===== src/rtl/systolic_pkg.sv =====
// rtl/systolic_pkg.sv - shared types and sizing helpers for the systolic sequencer
package systolic_pkg;

    typedef enum logic [2:0] {
        S_IDLE,
        S_LOAD_W,
        S_SWITCH,
        S_STREAM,
        S_DONE
    } seq_state_t;

    // Index width for an N-entry row select; a 1-row array still gets a 1-bit port.
    function automatic int idx_w(input int n);
        return (n > 1) ? $clog2(n) : 1;
    endfunction

    // Input-stream phase length: vectors plus the skew fill and drain of both edges.
    function automatic int unsigned stream_len(input int unsigned n, input int unsigned nv);
        return nv + 2 * n - 2;
    endfunction

endpackage


===== src/rtl/skew_shift.sv =====
// rtl/skew_shift.sv - row-skew delay line; dout[k] is din delayed k+1 cycles
module skew_shift #(
    parameter int STAGES = 1
) (
    input  logic              clk,
    input  logic              rst,
    input  logic              clr,
    input  logic              din,
    output logic [STAGES-1:0] dout
);

    logic [STAGES-1:0] stage_q;
    logic [STAGES-1:0] stage_d;

    always_comb begin
        stage_d    = '0;
        stage_d[0] = din;
        for (int i = 1; i < STAGES; i++) begin
            stage_d[i] = stage_q[i-1];
        end
        if (clr) begin
            stage_d = '0;
        end
    end

    always_ff @(posedge clk or posedge rst) begin
        if (rst) begin
            stage_q <= '0;
        end else begin
            stage_q <= stage_d;
        end
    end

    assign dout = stage_q;

endmodule


===== src/rtl/systolic_seq_ctrl.sv =====
// rtl/systolic_seq_ctrl.sv - weight-load / bank-switch / input-stream sequencer for an N x N systolic array
module systolic_seq_ctrl
    import systolic_pkg::*;
#(
    parameter int N        = 2,
    parameter int VEC_W    = 16,
    localparam int IDX_W   = idx_w(N)
) (
    input  logic             clk,
    input  logic             rst,
    input  logic             start,
    input  logic             abort,
    input  logic [VEC_W-1:0] num_vecs,
    input  logic [N-1:0]     col_en,
    output logic             busy,
    output logic             done,
    output logic [N-1:0]     pe_enabled,
    output logic             w_accept,
    output logic [IDX_W-1:0] w_row_idx,
    output logic             pe_switch,
    output logic [N-1:0]     in_valid,
    output logic [VEC_W-1:0] vec_idx
);

    localparam int CNT_W = VEC_W + $clog2(2 * N) + 1;

    seq_state_t       state_q, state_d;
    logic [CNT_W-1:0] cnt_q, cnt_d;
    logic [VEC_W-1:0] nv_q, nv_d;
    logic [N-1:0]     col_q, col_d;
    logic [CNT_W-1:0] t_last;

    logic             busy_q, busy_d;
    logic             done_q, done_d;
    logic [N-1:0]     pe_en_q, pe_en_d;
    logic             w_acc_q, w_acc_d;
    logic [IDX_W-1:0] w_row_q, w_row_d;
    logic             pe_sw_q, pe_sw_d;
    logic             iv0_q, iv0_d;
    logic [VEC_W-1:0] vec_q, vec_d;
    logic             row0_active;

    assign t_last = CNT_W'(stream_len(N, 32'(nv_q))) - CNT_W'(1);

    always_comb begin
        state_d = state_q;
        cnt_d   = cnt_q;
        nv_d    = nv_q;
        col_d   = col_q;
        case (state_q)
            S_IDLE: begin
                if (start) begin
                    nv_d    = num_vecs;
                    col_d   = col_en;
                    cnt_d   = '0;
                    state_d = S_LOAD_W;
                end
            end
            S_LOAD_W: begin
                if (cnt_q == CNT_W'(N - 1)) begin
                    cnt_d   = '0;
                    state_d = S_SWITCH;
                end else begin
                    cnt_d = cnt_q + CNT_W'(1);
                end
            end
            S_SWITCH: begin
                cnt_d   = '0;
                state_d = (nv_q == '0) ? S_DONE : S_STREAM;
            end
            S_STREAM: begin
                if (cnt_q == t_last) begin
                    cnt_d   = '0;
                    state_d = S_DONE;
                end else begin
                    cnt_d = cnt_q + CNT_W'(1);
                end
            end
            S_DONE: begin
                state_d = S_IDLE;
            end
            default: begin
                state_d = S_IDLE;
            end
        endcase
        if (abort) begin
            state_d = S_IDLE;
            cnt_d   = '0;
            nv_d    = '0;
            col_d   = '0;
        end
    end

    // Outputs are decoded from the next state and flopped, so they line up with the state they describe.
    always_comb begin
        row0_active = cnt_d < CNT_W'(nv_d);
        busy_d      = (state_d == S_LOAD_W) || (state_d == S_SWITCH) || (state_d == S_STREAM);
        done_d      = (state_d == S_DONE);
        pe_en_d     = (state_d == S_IDLE) ? '0 : col_d;
        w_acc_d     = (state_d == S_LOAD_W);
        w_row_d     = w_acc_d ? cnt_d[IDX_W-1:0] : '0;
        pe_sw_d     = (state_d == S_SWITCH);
        iv0_d       = (state_d == S_STREAM) && row0_active;
        vec_d       = '0;
        if (state_d == S_STREAM) begin
            vec_d = row0_active ? cnt_d[VEC_W-1:0] : nv_d - VEC_W'(1);
        end
    end

    always_ff @(posedge clk or posedge rst) begin
        if (rst) begin
            state_q <= S_IDLE;
            cnt_q   <= '0;
            nv_q    <= '0;
            col_q   <= '0;
            busy_q  <= 1'b0;
            done_q  <= 1'b0;
            pe_en_q <= '0;
            w_acc_q <= 1'b0;
            w_row_q <= '0;
            pe_sw_q <= 1'b0;
            iv0_q   <= 1'b0;
            vec_q   <= '0;
        end else begin
            state_q <= state_d;
            cnt_q   <= cnt_d;
            nv_q    <= nv_d;
            col_q   <= col_d;
            busy_q  <= busy_d;
            done_q  <= done_d;
            pe_en_q <= pe_en_d;
            w_acc_q <= w_acc_d;
            w_row_q <= w_row_d;
            pe_sw_q <= pe_sw_d;
            iv0_q   <= iv0_d;
            vec_q   <= vec_d;
        end
    end

    generate
        if (N > 1) begin : g_skew
            logic [N-2:0] skew_out;
            skew_shift #(
                .STAGES (N - 1)
            ) u_skew (
                .clk  (clk),
                .rst  (rst),
                .clr  (abort),
                .din  (iv0_q),
                .dout (skew_out)
            );
            assign in_valid = {skew_out, iv0_q};
        end else begin : g_no_skew
            assign in_valid = iv0_q;
        end
    endgenerate

    assign busy       = busy_q;
    assign done       = done_q;
    assign pe_enabled = pe_en_q;
    assign w_accept   = w_acc_q;
    assign w_row_idx  = w_row_q;
    assign pe_switch  = pe_sw_q;
    assign vec_idx    = vec_q;

endmodule


===== config.mk =====
export PLATFORM = sky130hd
export DESIGN_NAME = systolic_seq_ctrl
export DESIGN_NICKNAME = d
export VERILOG_FILES = /design/src/rtl/systolic_pkg.sv /design/src/rtl/skew_shift.sv /design/src/rtl/systolic_seq_ctrl.sv
export SDC_FILE = /design/constraint.sdc
export NUM_CORES = 1
export LEC_CHECK = 0
export ABC_CLOCK_PERIOD_IN_PS = 10500
export CAP_MARGIN = 30
export CORE_MARGIN = 1.5
export CORE_UTILIZATION = 50
export DETAILED_ROUTE_END_ITERATION = 8
export GPL_TIMING_DRIVEN = 0
export PLACE_DENSITY = 0.8
export SYNTH_ARGS = -nofsm -noshare
export SYNTH_HDL_FRONTEND = slang
export SYNTH_SLANG_ARGS = --single-unit

===== constraint.sdc =====
create_clock -name clk -period 10.5 [get_ports clk]
set_input_delay 3.15 -clock clk [delete_from_list [all_inputs] [get_ports clk]]
set_output_delay 3.15 -clock clk [all_outputs]
set_load 0.02 [all_outputs]

==> results.py <==
metrics = {
    "run_status": {
        "status": "complete, no violations",
    },
    "layout": {
        "n_antenna_cell": 0,
        "fillerInstances": 974,
        "fin_util_pct": 60.1,
        "area_growth_pct": 15.4,
        "fin_nets": 763,
        "layout-drive-gt1-share_pct": 10.9,
    },
    "synthesis": {
        "yosys-top-cells-count": "nand2_1, dfrtp_1, nor2_1, a21oi_1, xnor2_1",
        "ys_top_cells_by_area": "dfrtp_1, xnor2_1, nand2_1",
        "ys_warn_count": 0,
        "syn_nets": 704,
        "synth_top_cell_by_area": "dfrtp_1",
        "synth_ff_type": "dfrtp_1",
        "synth_edf_count": 0,
        "syn_area_per_cell_sq_um": 8.23,
        "synthDistinctLibCells": 82,
        "ys_seq_area_share_pct": 29.9,
        "synth_area_sq_um": 5440,
        "synthCells": 661,
        "yosysMostFrequentCell": "nand2_1",
        "async_flop_share_pct": 100,
        "synth_seq_cells": 65,
        "synth_top_area_share_pct": 29.9,
    },
    "timing": {
        "max_freq_mhz": 138,
        "max_slew.worst_pin.slew_ps": 919,
        "rsz0062_at_grt": "no",
        "setup-tns-final_ps": 0,
        "hold_violations": 0,
        "fin_skew_ps": 9.31,
        "relSlewSlack_pct": 38.2,
        "slew_viol_final": 0,
        "timing.final.crit_share_pct": 69.2,
        "fin_crit_ps": 7270,
        "setup_viol": 0,
    },
    "floorplan": {
        "ios": 47,
        "core_sq_um": 10500,
        "die_h_microns": 107,
        "chipWidth_microns": 107,
        "initial_core_util_pct": 52.0,
        "rows": 37,
        "die_area_sq_um": 11500,
    },
    "routing": {
        "vias": 5169,
        "drt_iter0_markers": 475,
        "drc": 0,
        "wire_per_inst_microns": 19.0,
        "vias_per_cell": 6.00,
        "ant_nets": 0,
        "wl_microns": 16300,
        "first_pass_iters": 5,
    },
    "setup_path": {
        "cp-endpoint": "vec_idx[7]$_DFF_PP0_",
        "endpoint_kind": "flop",
        "reg2regPathDepth": 26,
        "regToRegSetupSlack_ps": 3600,
        "worstPathRequired_ps": 10730,
        "start_kind": "primary input",
        "r2r_end": "vec_idx[5]$_DFF_PP0_",
        "cp_data_arrival_time_ps": 7500,
        "reg2reg_from": "nv_q[1]$_DFF_PP0_",
        "crit_path_max_fanout": 10,
        "path_class": "primary input to flop",
        "critPathLaunch": "start",
    },
    "global_route": {
        "grt_max_degree": 38,
        "grt_overflow": 0,
        "grt_pass1_wl_microns": 25800,
        "antenna_found_initial": 0,
        "grt_pass1_vias": 5024,
        "globalRouteTotalUtil_pct": 29.5,
    },
    "hold_path": {
        "hold_depth": 1,
        "min_path_type": "flop to flop",
    },
    "power": {
        "vdd_drop_max_uv": 95.3,
        "leakagePower_nw": 2.65,
        "p_per_area_nw_per_um2": 117,
    },
    "clock_network": {
        "cts_tree": "done",
        "numClockSinks": 65,
        "cts.htree.levels": 3,
        "post_cts_resized": 0,
        "ctsLongestPathBuffers": 2,
        "insertion_delay_ps": 360,
        "postCtsSetupRepairBufs": 0,
        "clkTransAtPathRegs_ps": 70,
        "cts-root-buf": "clkbuf_8",
        "numCtsBuffers": 9,
        "ctsHoldBuffers": 0,
    },
    "place": {
        "numPortBuffers": 46,
        "gp_congestion": 0.928,
        "dp_hpwl_microns": 12800,
    },
    "flow_run": {
        "cap_violations": 0,
    },
}
-- critical path, cell delays in order --
cell	delay (ps)
clkdlybuf4s50_1	440
or4b_2	210
clkbuf_1	400
clkbuf_1	470
nand2_1	100
a21oi_1	450
inv_1	140
ha_1	330
and4_1	230
nand2_1	150
a21oi_1	200
o2111a_1	220
o31ai_1	100
a2111oi_4	260
a211oi_4	120
buf_6	170
nor3_1	270
a211oi_2	70
-- metal layers --
layer	track usage, %	wire [microns]	vias up	share of wire (%)
met5	0	0	-	0
met4	14.8	604	0	3.7
met3	4.42	1050	43	6.4
met2	47.1	7600	189	46
met1	39.1	7100	2474	43
li1	-	-	2463	-
-- logic make-up (layout without fill, tap and decap cells) --
logic type	Yosys count	after routing	share of synthesized area, %
compound gates	130	130	16.7
xor+xnor	54	54	9.84
fa+ha+maj	21	21	4.83
buf+inv	80	144	6.46
flops	65	65	29.9
mux	7	7	1.29
simple gates	304	304	31.0
-- sequential cells by signal, indices dropped and copies added, names as in the netlist, 2 cells and up --
signal,count
nv_q,16
col_q,2
cnt_q,19
pe_enabled,2
state_q,3
vec_idx,16
-- worst min-delay path by stage --
stage / from / endpoint
2_1_floorplan: iv0_q$_DFF_PP0_ / g_skew.u_skew.dout$_DFF_PP0_
3_3_place_gp: iv0_q$_DFF_PP0_ / g_skew.u_skew.dout$_DFF_PP0_
3_5_place_dp: iv0_q$_DFF_PP0_ / g_skew.u_skew.dout$_DFF_PP0_
4_1_cts: iv0_q$_DFF_PP0_ / g_skew.u_skew.dout$_DFF_PP0_
5_1_grt: iv0_q$_DFF_PP0_ / g_skew.u_skew.dout$_DFF_PP0_
6_report: iv0_q$_DFF_PP0_ / g_skew.u_skew.dout$_DFF_PP0_
-- layout make-up --
cell class / count / area [sq um] / area share, %
Multi-Input combinational cell: 516 / 3460 / 55.1
Sequential cell: 65 / 1630 / 25.9
Timing Repair Buffer: 48 / 488 / 7.77
Buffer: 43 / 213 / 3.39
Tap cell: 136 / 170 / 2.71
Clock buffer: 12 / 155 / 2.47
Inverter: 37 / 139 / 2.21
Clock inverter: 4 / 27.5 / 0.438
-- report_power, final --
part | leakage, nW | total [W] | internal (W) | switching [W]
combinational | 1.68 | 0.000262 | 0.000101 | 0.000161
sequential | 0.895 | 0.000271 | 0.000261 | 0.0000105
clock | 0.0846 | 0.000200 | 0.0000981 | 0.000102
-- placed cells by master, fill, tap and decap left out, types with 7 or more instances in the layout --
cell             count
clkdlybuf4s50_1     46
nor4_1              16
buf_2                7
nor2b_1              7
or4_1                7
dfrtp_1             65
clkbuf_1            25
and2_1               8
xor2_1               9
buf_4                8
nand3_1             27
and3_1              14
nand2_1             83
ha_1                21
clkbuf_8            11
inv_1               35
nor3_1              24
xnor2_1             40
o211ai_1             7
a21oi_1             53
or3_1                8
mux2i_1              7
o21ai_0             18
a211oi_2            10
nor2_1              54
-- stage by stage --
step	std cells	instance area, sq um	total power, W	worst slack (ps)	hold WS (ps)
floorplan	661	5440	0.000461	4190	466
global placement	843	6070	0.000528	2750	475
global route	861	6280	0.000770	2970	556
CTS	861	6280	0.000732	3350	525
finish	861	6280	0.000734	3230	514
detailed placement	845	6100	0.000534	3000	509
Power figures use the tool's default switching activity.
